<file path="src/rtl/ifu_axi_rd_bridge.sv">
// ---------------------------------------------------------------------------
// ifu_axi_rd_bridge
//
// Purpose:
//   Converts a single-beat instruction-fetch read request (byte address plus
//   byte-mask size) into one AXI4 read transaction (AR then R channel), and
//   holds the returned 64-bit beat until the fetch unit consumes it. Only one
//   transaction is ever outstanding. Returned data is passed through unshifted;
//   the consumer selects the 32-bit half it needs from its own address bit 2.
//   The bridge has no flush input and always completes every accepted request.
//
// Ports:
//   clk, rst         clock (rising edge), synchronous active-high reset
//   rx_r_*           fetch request channel (valid/ready, addr, byte-mask size)
//   rx_data_*        response to fetch unit (data, valid/ready, rx_err_o)
//   ar*              AXI4 read-address channel (single beat, INCR, fixed ID)
//   r*               AXI4 read-data channel
// ---------------------------------------------------------------------------
module ifu_axi_rd_bridge #(
  parameter int ADDR_W = 64,
  parameter int DATA_W = 64,
  parameter int AXI_ID = 0
) (
  input  logic              clk,
  input  logic              rst,
  // fetch request
  input  logic              rx_r_valid_i,
  output logic              rx_r_ready_o,
  input  logic [ADDR_W-1:0] rx_r_addr_i,
  input  logic [7:0]        rx_r_size_i,
  // fetch response
  output logic [DATA_W-1:0] rx_data_read_o,
  output logic              rx_data_valid,
  input  logic              rx_data_ready,
  output logic              rx_err_o,
  // AXI read address channel
  output logic [ADDR_W-1:0] araddr,
  output logic              arvalid,
  input  logic              arready,
  output logic [3:0]        arid,
  output logic [7:0]        arlen,
  output logic [2:0]        arsize,
  output logic [1:0]        arburst,
  // AXI read data channel
  input  logic [DATA_W-1:0] rdata,
  input  logic [1:0]        rresp,
  input  logic              rlast,
  input  logic              rvalid,
  output logic              rready
);

  typedef enum logic [1:0] {
    S_IDLE,
    S_AR,
    S_RD,
    S_RESP
  } state_t;

  typedef struct packed {
    logic       legal;
    logic [2:0] size;
  } size_dec_t;

  localparam logic [3:0] ARID = 4'(AXI_ID);

  state_t    state;
  size_dec_t req_dec;

  // Single-beat, fixed-ID, incrementing bursts only.
  assign arid    = ARID;
  assign arlen   = 8'd0;
  assign arburst = 2'b01;

  // Byte mask to AXI arsize (log2 of bytes); any other mask is illegal.
  always_comb begin
    req_dec = '{legal: 1'b1, size: 3'd0};
    case (rx_r_size_i)
      8'h01:   req_dec.size = 3'd0;
      8'h03:   req_dec.size = 3'd1;
      8'h0F:   req_dec.size = 3'd2;
      8'hFF:   req_dec.size = 3'd3;
      default: req_dec.legal = 1'b0;
    endcase
  end

  // All outputs are registered and change only on state transitions, so each
  // channel's payload is naturally held stable while its valid is waiting.
  // NOTE: non-blocking assignments throughout, so every branch sees the
  // pre-edge values of state and outputs regardless of statement order.
  always_ff @(posedge clk) begin
    // NOTE: reset is synchronous; it only takes effect on a clock edge, and
    // any AXI transaction in flight is simply abandoned.
    if (rst) begin
      state          <= S_IDLE;
      rx_r_ready_o   <= 1'b1;
      arvalid        <= 1'b0;
      rready         <= 1'b0;
      rx_data_valid  <= 1'b0;
      rx_data_read_o <= '0;
      rx_err_o       <= 1'b0;
      araddr         <= '0;
      arsize         <= '0;
    end else begin
      case (state)
        S_IDLE: begin
          if (rx_r_valid_i) begin
            rx_r_ready_o <= 1'b0;
            araddr       <= rx_r_addr_i;
            arsize       <= req_dec.size;
            if (req_dec.legal) begin
              arvalid <= 1'b1;
              state   <= S_AR;
            end else begin
              // Illegal mask: answer locally with an error, no AXI traffic.
              rx_data_read_o <= '0;
              rx_err_o       <= 1'b1;
              rx_data_valid  <= 1'b1;
              state          <= S_RESP;
            end
          end
        end

        S_AR: begin
          if (arready) begin
            arvalid <= 1'b0;
            rready  <= 1'b1;
            state   <= S_RD;
          end
        end

        S_RD: begin
          // rready is only high here, so a beat offered during the AR
          // handshake cycle is ignored and taken once we reach RD.
          if (rvalid) begin
            rready         <= 1'b0;
            rx_data_read_o <= rdata;
            rx_err_o       <= (rresp != 2'b00) | ~rlast;
            rx_data_valid  <= 1'b1;
            state          <= S_RESP;
          end
        end

        S_RESP: begin
          if (rx_data_ready) begin
            rx_data_valid <= 1'b0;
            rx_r_ready_o  <= 1'b1;
            state         <= S_IDLE;
          end
        end

        default: state <= S_IDLE;
      endcase
    end
  end

endmodule

</file>
<file path="config.mk">
export PLATFORM = sky130hd
export DESIGN_NAME = ifu_axi_rd_bridge
export DESIGN_NICKNAME = d
export VERILOG_FILES = /design/src/rtl/ifu_axi_rd_bridge.sv
export SDC_FILE = /design/constraint.sdc
export NUM_CORES = 1
export LEC_CHECK = 0
export ABC_CLOCK_PERIOD_IN_PS = 2200
export CORE_MARGIN = 1.5
export CORE_UTILIZATION = 35
export DETAILED_ROUTE_END_ITERATION = 12
export GPL_ROUTABILITY_DRIVEN = 0
export PLACE_DENSITY_LB_ADDON = 0.2
export SYNTH_ARGS = -nofsm -noshare
export SYNTH_HDL_FRONTEND = slang
export SYNTH_SLANG_ARGS = --single-unit
</file>
<file path="constraint.sdc">
create_clock -name clk -period 2.2 [get_ports clk]
set_clock_uncertainty 0.15 [all_clocks]
set_input_delay 0.55 -clock clk [delete_from_list [all_inputs] [get_ports clk]]
set_output_delay 0.55 -clock clk [all_outputs]
set_load 0.01 [all_outputs]
</file>
==> out/metrics.cfg <==
[status]
status=completed

[route]
vias=5367
ant_nets=0
drt-wirelength-per-cell_um=14.9
wirelength_um=17100
drcViolationCount=0
via_per_inst=4.66
drtPass1Iterations=4
drtIter0Drc=217

[worst_setup_path]
cp-start-kind=input pin
worstSetupPathType=input pin to register
crit_arrival_ns=2.28
timing.rr.start=state[0]
rr_worst_depth=7
r2r_setup_slack_ns=0.18
end_kind=register
worstPathMaxFanout=7
cp.required_ns=2.36
reg2reg_to=rx_data_valid

[die]
dieHeight_um=129
start_util_pct=36.2
die_w_um=129
die_area_um2=16600
core_area_um2=15300
pin_count=295
rows=45

[min_path]
holdPathStages=2
hold_class=register to register
hold_end=araddr[48]
min-delay-start=araddr[48]

[synthesis]
synth.most_common_cell=nand2_1
ys_ff_latch=137
synth_top_area_share_pct=49.4
synthTopCellsByArea=dfxtp_1 (49%), nand2_1 (14%), mux2i_1 (12%)
yosysUniqueCellTypes=37
synth-edff-count=0
synth_cells=650
ys_seq_area_share_pct=49.4
synth_compound_area_share_pct=8.46
synthFlopType=dfxtp_1
synthXorXnorAreaFrac_pct=0
synth_common_cells=nand2_1 (205), dfxtp_1 (137), a21oi_1 (70)
synth_async_sr_flop_share_pct=0
synth_mux_area_share_pct=11.7
yosys_warnings=0
synth_adder_area_share_pct=0.902
synth_top_family_by_area=simple AND/OR/NAND/NOR gates
avgSynthCellArea_um2=8.53
netlist_area_um2=5550
synth-simple-area-share_pct=21.7
yosys.area.top_type=dfxtp_1

[cts]
htree_levels=4
clock-sinks=137
cts_tree=built
worstSkewPairLatency_ns=0.41
postCtsSetupRepairBufs=0
cts.clk_slew.worst_paths_ns=0.06
clockBufferDepth=2
root_buffer=clkbuf_16
cts_buffers=17

[pwr]
pwr_density_cell_nw_per_um2=1040
peakVddDrop_mv=0.742
p_leak_uw=0.00371

[sta]
hold_violations=0
finalSetupViolCount=0
rsz0062_at_grt=no
max_freq_mhz=474
whs_ns=0.302
min_period_over_period_pct=95.9
worstMarginPinSlew_ns=0.766
max_slew_margin_pct=49.0
fin_crit_ns=2.11
slew_viol_final=0

[cells_and_area]
seq_area_um2=2740
area_growth_pct=69.0
finalNetCount=1075
multiInputGateArea_um2=2480
finalInstanceArea_um2=9370
fillers=1383
drive_above_1_share_pct=7.99

[placed_design]
port_buffers=279
dp_hpwl_um=11400
dpl_cell_area_um2=8530

[global_routing]
grt_overflow_total=0
grt_pass1_vias=5127
grt_antenna_before_repair=2
grt_max_degree=71
grt_pass1_wl_um=25400
grt_usage_pct=19.4

[flow_run]
cap_violations=0

[worst max-delay path, cell delays in order]
cell and delay [ns]:
clkdlybuf4s50_1 0.51, nor2_1 0.06, and3_2 0.26, o32a_4 0.49
buf_6 0.19, o311ai_1 0.20
[registers in the layout, indices dropped and copies added (netlist names)]
name            flops
araddr             64
rx_err_o            1
rready              1
rx_r_ready_o        1
arsize              2
rx_data_valid       1
state               2
arvalid             1
rx_data_read_o     64
[repair_timing]
item | in CTS | in global routing
hold buffers | 0 | 0
setup endpoints to repair | 33 | 66
resized for setup | 2 | 12
pin swaps | 2 | 4
cloned | 1 | 6
[layout make-up]
class | count | share of cell area (%)
Timing Repair Buffer | 311 | 34.6
Sequential cell | 137 | 29.3
Multi-Input combinational cell | 454 | 26.4
Clock buffer | 22 | 5.17
Tap cell | 211 | 2.82
Clock inverter | 10 | 1.50
Inverter | 5 | 0.214
Antenna cell | 2 | 0.0534
[worst max-delay path by stage]
stage | start | end | slack (ns) | depth (start not counted)
after floorplan | rx_r_size_i[4] | rx_data_read_o[0] | 0.003 | 7
after global placement | rx_r_size_i[4] | rx_data_read_o[47] | -0.43 | 6
after detailed placement | rx_r_size_i[4] | rx_data_read_o[38] | -0.49 | 6
after CTS | rx_r_size_i[6] | rx_data_read_o[53] | -0.002 | 6
after global routing | rx_r_size_i[2] | rx_data_valid | 0.05 | 6
final | rx_r_size_i[2] | rx_data_valid | 0.09 | 6
[per-stage QoR]
stage	power [uW]	worst slack, ns	setup TNS, ns	cells	util (%)
after floorplan	5040	0.00276	0	663	-
after global placement	6340	-0.433	-26.92	1111	55.7
after detailed placement	6350	-0.487	-29.35	1111	55.7
after CTS	9480	-0.00152	-0.00152	1144	60.0
after global routing	10200	0.0471	0	1152	61.2
final	9710	0.0894	0	1152	61.2
[layout by cell type (no fill, tap or decap), types with 7 or more instances in the layout]
cell type        instances
clkdlybuf4s50_1        274
nand2_1                204
dfxtp_1                137
a21oi_1                 70
nand3_1                 65
mux2i_1                 65
clkbuf_16               21
buf_4                   16
conb_1                  15
buf_12                   7
[per-layer routing]
metal  up-vias  GRT usage [%]  share of wire [%]
li1       2699              -                  -
met4         0           5.49               0.94
met3        13           9.36                 10
met2       201           32.8                 48
met5         -              0                  0
met1      2454           21.8                 41
[where the power goes]
part	switching (uW)	internal [uW]	total, uW
clock network	1090	1910	2990
logic	1780	1900	3680
registers	186	2850	3030
[logic make-up after synthesis]
group,after synthesis
fa+ha+maj,4
simple gates,286
flops,137
other cells,2
buf+inv,73
mux,65
compound gates,83
No activity file was read; power rests on OpenSTA's default activity.
==> patch 1: new RTL, config.mk and constraints unchanged <==
The parameter `ADDR_W` goes from 64 to 32.
--- a/src/rtl/ifu_axi_rd_bridge.sv
+++ b/src/rtl/ifu_axi_rd_bridge.sv
@@ -17,7 +17,7 @@
 //   r*               AXI4 read-data channel
 // ---------------------------------------------------------------------------
 module ifu_axi_rd_bridge #(
-  parameter int ADDR_W = 64,
+  parameter int ADDR_W = 32,
   parameter int DATA_W = 64,
   parameter int AXI_ID = 0
 ) (
Ports: changed (resized araddr and rx_r_addr_i); port bits go from 295 to 231. The function was not compared with the original's and may differ.
==> patch 1 against the original RTL <==
First-iteration DRC count shrank 11%. Design area decreased by 22%. Global-route usage down 1.0 points. Routed wire length shrank 26%. Synthesized area decreased by 20%. Setup slack got worse by 0.069 ns. Count of clock-buffer cells in the layout down 12. Total power down 28%. Combinational power shrank 20%. Die area fell by 19%. Register-to-register slack about the same. Sequential cell count decreased by 32. Maximum frequency fell by 3.2%. Worst hold slack is essentially flat. Critical endpoint is now rx_data_read_o[37]. Largest cell class unchanged. Largest power group unchanged.
==> patch 1: results (changes against the original RTL) <==
| Metric | Value |
|---|---|
| Register area share after synthesis | `0.471 (was 0.494)` |
| Number of global-route vias before repair | `4109 (was 5127)` |
| Status | `finished, final reports clean (unchanged)` |
| Met2 Wirelength | `6030 um (was 8160 um)` |
| Final period utilization | `0.991 (was 0.959)` |
| Int Pwr | `4.75 mW (was 6.65 mW)` |
| Largest net degree at the start of global routing | `63 (was 71)` |
| I/O Buffers | `215 (was 279)` |
| DRT iter0 DRCs | `194 (was 217)` |
| CP arrival | `2.29 ns` |
| WL final | `12600 um (was 17100 um)` |
| CTS root buffer | `clkbuf_16 (unchanged)` |
| Ant diodes | `0 (was 2)` |
| Top cells by area, synth | `dfxtp_1 (47%), mux2i_1 (15%), nand2_1 (12%), nand3_1 (7.3%), a21oi_1 (4.3%) (was dfxtp_1 (49%), nand2_1 (14%), mux2i_1 (12%), a21oi_1 (6.3%), nand3_1 (5.9%))` |
| Largest regs | `rx_data_read_o: 64 flops, araddr: 32 flops (was araddr: 64 flops, rx_data_read_o: 64 flops)` |
| First-pass GRT wire length | `19600 um (was 25400 um)` |
| Async SR Flop Fraction | `0 (unchanged)` |
| VDD IR max | `0.536 mV (was 0.742 mV)` |
| H-tree levels | `3 (was 4)` |
| Share of cells above drive strength 1 | `0.0771 (was 0.0799)` |
| Clock slew at reported path FFs | `0.07 ns` |
| Place WS | `-0.533 ns (was -0.487 ns)` |
| # nets final | `841 (was 1075)` |
| Initial antenna violation count | `0 (was 2)` |
| M1 WL | `5320 um (was 7050 um)` |
| Clock Power Share | `0.243 (was 0.308)` |
| Detailed placement HPWL | `8830 um (was 11400 um)` |
| Worst Path Max Fanout | `6 (was 7)` |
| Met3 WL | `1090 um (was 1760 um)` |
| Synth top cells by count | `nand2_1 (141), dfxtp_1 (105), mux2i_1 (65), nand3_1 (65), a21oi_1 (38) (was nand2_1 (205), dfxtp_1 (137), a21oi_1 (70))` |
| Worst hold-check path type | `reg2reg (unchanged)` |
| CTS buffer count | `9 (was 17)` |
| Clock latency on the worst-skew pair | `0.34 ns (was 0.41 ns)` |
| Gr usage total | `0.184 (was 0.194)` |
| Leakage power | `2.92 nW (was 3.71 nW)` |
| Fillers | `1150 (was 1383)` |
| Synth unique cells | `37 (unchanged)` |
| Vias | `4196 (was 5367)` |
## patch 1: power groups by stage
stage	registers (mW)	logic, mW	clock network, mW
2_1_floorplan	2.45	1.55	0
3_3_place_gp	2.33	2.50	0
3_5_place_dp	2.35	2.55	0
4_1_cts	2.31	2.97	1.75
5_1_grt	2.34	3.17	1.82
6_report	2.31	2.94	1.69
## patch 1: critical path, stage by stage
cell           delay [ns]
dlygate4sd2_1        0.28
or4_4                0.51
a21oi_4              0.16
o32a_4               0.23
buf_12               0.12
bufbuf_16            0.26
mux2i_1              0.20
## patch 1: final timing paths
path	start	end	depth (start not counted)
setup / recovery	rx_r_size_i[6]	rx_data_read_o[37]	7
hold / removal	arsize[0]	arsize[0]	2
setup reg to reg	state[1]	rx_data_valid	9
hold reg to reg	arsize[0]	arsize[0]	2
## patch 1: stage by stage
stage               area (um^2)  std cells  hold slack (ns)  power [mW]
floorplan                  4510        523            0.326        4.00
global placement           6710        871            0.291        4.84
detailed placement         6710        871            0.298        4.90
CTS                        7250        897            0.306        7.03
global route               7270        898            0.324        7.34
finish                     7270        898            0.302        6.94
## patch 1: cell families after synthesis
kind of cell	after synthesis	share of synthesized area
compound gates	51	0.0693
simple gates	222	0.216
buf+inv	61	0.0852
fa+ha+maj	4	0.0112
other cells	2	0.00168
mux	65	0.146
flops	105	0.471
## patch 1: layer usage
metal / global-route usage / vias to the layer above
met3: 0.0643 / 14
met4: 0.0642 / 0
met2: 0.316 / 139
li1: - / 2111
met5: 0 / -
met1: 0.212 / 1932
## patch 1: layout make-up
class                           instances  area share
Clock buffer                           10      0.0329
Clock inverter                          3     0.00929
Inverter                                5     0.00275
Multi-Input combinational cell        357       0.285
Sequential cell                       105       0.289
Tap cell                              172      0.0296
Timing Repair Buffer                  246       0.351
## patch 1: repair_timing
item / CTS / global route
setup endpoints to repair: 66 / 28
cloned: 3 / 0
pin swaps: 4 / 3
setup buffers: 10 / 1
resized for setup: 12 / 6
hold buffers: 0 / 0
endpoints found under the hold margin: 0 / 0
==> patch 2: new RTL, same flow settings <==
Without the edit above. Reset style: asynchronous (`rst`), changed in one clocked block. Comments in the files are not updated.
--- a/src/rtl/ifu_axi_rd_bridge.sv
+++ b/src/rtl/ifu_axi_rd_bridge.sv
@@ -87,7 +87,7 @@
   // channel's payload is naturally held stable while its valid is waiting.
   // NOTE: non-blocking assignments throughout, so every branch sees the
   // pre-edge values of state and outputs regardless of statement order.
-  always_ff @(posedge clk) begin
+  always_ff @(posedge clk or posedge rst) begin
     // NOTE: reset is synchronous; it only takes effect on a clock edge, and
     // any AXI transaction in flight is simply abandoned.
     if (rst) begin
Formal check against the unedited RTL: differs if rst is asserted again (counterexample within 4 cycles, from zero or initial values and one cycle with rst high); with rst held inactive, the same outputs for 4 cycles.
==> patch 2 against the original RTL <==
Setup slack got worse by 0.032 ns. Design area up 5.2%. Routed wire length fell by 1.6%. Cell count shrank 11%. Synthesized area is 7.0% higher. Clock power fell by 5%. Critical endpoint is now rx_data_read_o[18]. Synthesized cell count decreased by 24%. Sequential cell count unchanged. Total power up 41%. Non-clock buffer count did not move.
==> patch 2: results (changes against the original RTL) <==
| Metric | Value |
|---|---|
| Fillers | `1376 (was 1383)` |
| Synth warnings | `0 (unchanged)` |
| First-pass GRT wire length | `26400 um (was 25400 um)` |
| Delay-heaviest family, CP | `simple AND/OR/NAND/NOR gates (was buffers and inverters)` |
| Async SR Flop Fraction | `1.00 (was 0)` |
| Clock slew at reported path FFs | `0.06 ns (about the same)` |
| CTS root buffer | `clkbuf_16 (unchanged)` |
| Final std cells w/o fill | `1030 (was 1152)` |
| Register area share after synthesis | `0.578 (was 0.494)` |
| Status | `finished, final reports clean (unchanged)` |
| Synth unique cells | `35 (was 37)` |
| Place WS | `-0.614 ns (was -0.487 ns)` |
| Placed insts | `986 (was 1111)` |
| Initial antenna violation count | `1 (was 2)` |
| Largest regs | `araddr: 64 flops, rx_data_read_o: 64 flops (unchanged)` |
| Hold depth | `1 (was 2)` |
| Largest net degree at the start of global routing | `70 (was 71)` |
| DRT iter0 DRCs | `136 (was 217)` |
| Final Hold Fails | `0 (unchanged)` |
| EDFF count, synth | `0 (unchanged)` |
| Gr usage total | `0.192 (was 0.194)` |
| VDD IR max | `0.752 mV (was 0.742 mV)` |
| CP arrival | `2.29 ns` |
| Clock latency on the worst-skew pair | `0.41 ns (about the same)` |
| # nets final | `947 (was 1075)` |
| Detailed placement HPWL | `11600 um (was 11400 um)` |
| Leakage power | `4.19 nW (was 3.71 nW)` |
| Worst Path Max Fanout | `11 (was 7)` |
| Vias | `4645 (was 5367)` |
| Top cells by area, synth | `dfrtp_1 (57%), mux2_2 (12%), mux2i_1 (11%), nand2_1 (4.5%), inv_1 (4.3%) (was dfxtp_1 (49%), nand2_1 (14%), mux2i_1 (12%), a21oi_1 (6.3%), nand3_1 (5.9%))` |
| Worst path slowest cell | `or4_4 (was clkdlybuf4s50_1)` |
| Mean Syn Cell Area | `12.1 um^2 (was 8.53 um^2)` |
| Maximum clock path buffer count | `2 (unchanged)` |
| Slowest stage delay, CP | `0.57 ns (was 0.51 ns)` |
| Number of global-route vias before repair | `5066 (was 5127)` |
| Reg2Reg Depth | `8 (was 7)` |
| Ant diodes | `0 (was 2)` |
| DR WL/cell | `16.4 um (was 14.9 um)` |
| CTS buffer count | `17 (unchanged)` |
| Synth top cells by count | `dfrtp_1 (136), nand2_1 (71), inv_1 (68) (was nand2_1 (205), dfxtp_1 (137), a21oi_1 (70))` |
| Share of cells above drive strength 1 | `0.173 (was 0.0799)` |
| DRT Pass-1 Iters | `4 (unchanged)` |
| H-tree levels | `4 (unchanged)` |
-- patch 2: changes by cell type after synthesis, sizes merged, moves of 3 or more --
cell,unedited run,this run
clkbuf,38,8
o21ai,1,4
dfrtp,0,136
mux2,0,66
nor2,1,6
inv,5,68
nand2,205,71
dfxtp,137,0
nand3,65,2
a21oi,71,4
-- patch 2: worst register-to-register path: cells and delay by family, from the launching register on --
family                   cells  cell delay, ns
AO/OA/AOI/OAI                1            0.10
AND/OR/NAND/NOR              1            0.15
buffers and inverters        4            0.81
multiplexers                 1            0.21
adder cells (fa/ha/maj)      1            0.21
flip-flops                   1            0.40
-- patch 2: logic make-up after synthesis --
group / synth area share
and+or+nand+nor: 0.0719
other: 0.00127
DFF: 0.578
muxes: 0.235
buffers and inverters: 0.0837
AOI/OAI and AO/OA: 0.0196
adders and majority gates: 0.0105
-- patch 2: metal layers --
metal  routed length [um]  vias up  global-route usage
met5                   11        -                   0
met3                 1760       21              0.0845
met1                 6900     2241               0.222
li1                     -     2169                   -
met4                  223        2              0.0767
met2                 7970      212               0.313
-- patch 2: cell type report --
| class | count | area, um^2 | share of cell area |
|---|---|---|---|
| well taps | 220 | 275 | 0.0279 |
| inverters | 68 | 259 | 0.0263 |
| clock buffers | 24 | 462 | 0.0468 |
| flip-flops and latches | 137 | 3430 | 0.348 |
| multi-input cells | 262 | 2100 | 0.213 |
| repair buffers | 311 | 3210 | 0.326 |
| clock inverters | 8 | 120 | 0.0122 |
-- patch 2: what timing repair did --
action                     in CTS  in global routing
setup endpoints to repair      66                 65
gates resized for setup        22                  9
cloned                          4                  1
pin swaps                       3                  2
hold endpoints to repair        0                  0
buffers inserted                7                  2
-- patch 2: stage by stage --
stage | instance area [um^2] | hold WS [ns] | TNS, ns | total power [mW]
2_1_floorplan | 6010 | 0.367 | -30.04 | 7.21
5_1_grt | 9860 | 0.365 | -0.00700 | 14.5
3_5_place_dp | 9060 | 0.327 | -39.39 | 10.4
3_3_place_gp | 9060 | 0.316 | -35.35 | 10.2
4_1_cts | 9840 | 0.355 | -0.0900 | 13.8
6_report | 9860 | 0.353 | 0 | 13.7
-- patch 2: report_power, final --
group          internal, mW  switching, mW  leakage [nW]
Clock                  1.81           1.04         0.278
Sequential             3.69          0.650          1.72
Combinational          3.83           2.69          2.19
Total                  9.33           4.38          4.19
-- patch 2: path summary, 6_finish.rpt --
path	start	end	slack [ns]
max in group asynchronous	rst	rx_r_ready_o	1.07
worst min register to register	araddr[17]	araddr[17]	0.35
min in group asynchronous	rst	araddr[60]	0.44
worst max-delay path	rx_r_size_i[7]	rx_data_read_o[18]	0.06
worst min-delay path	araddr[17]	araddr[17]	0.35
worst max register to register	state[0]	rx_data_read_o[13]	0.09
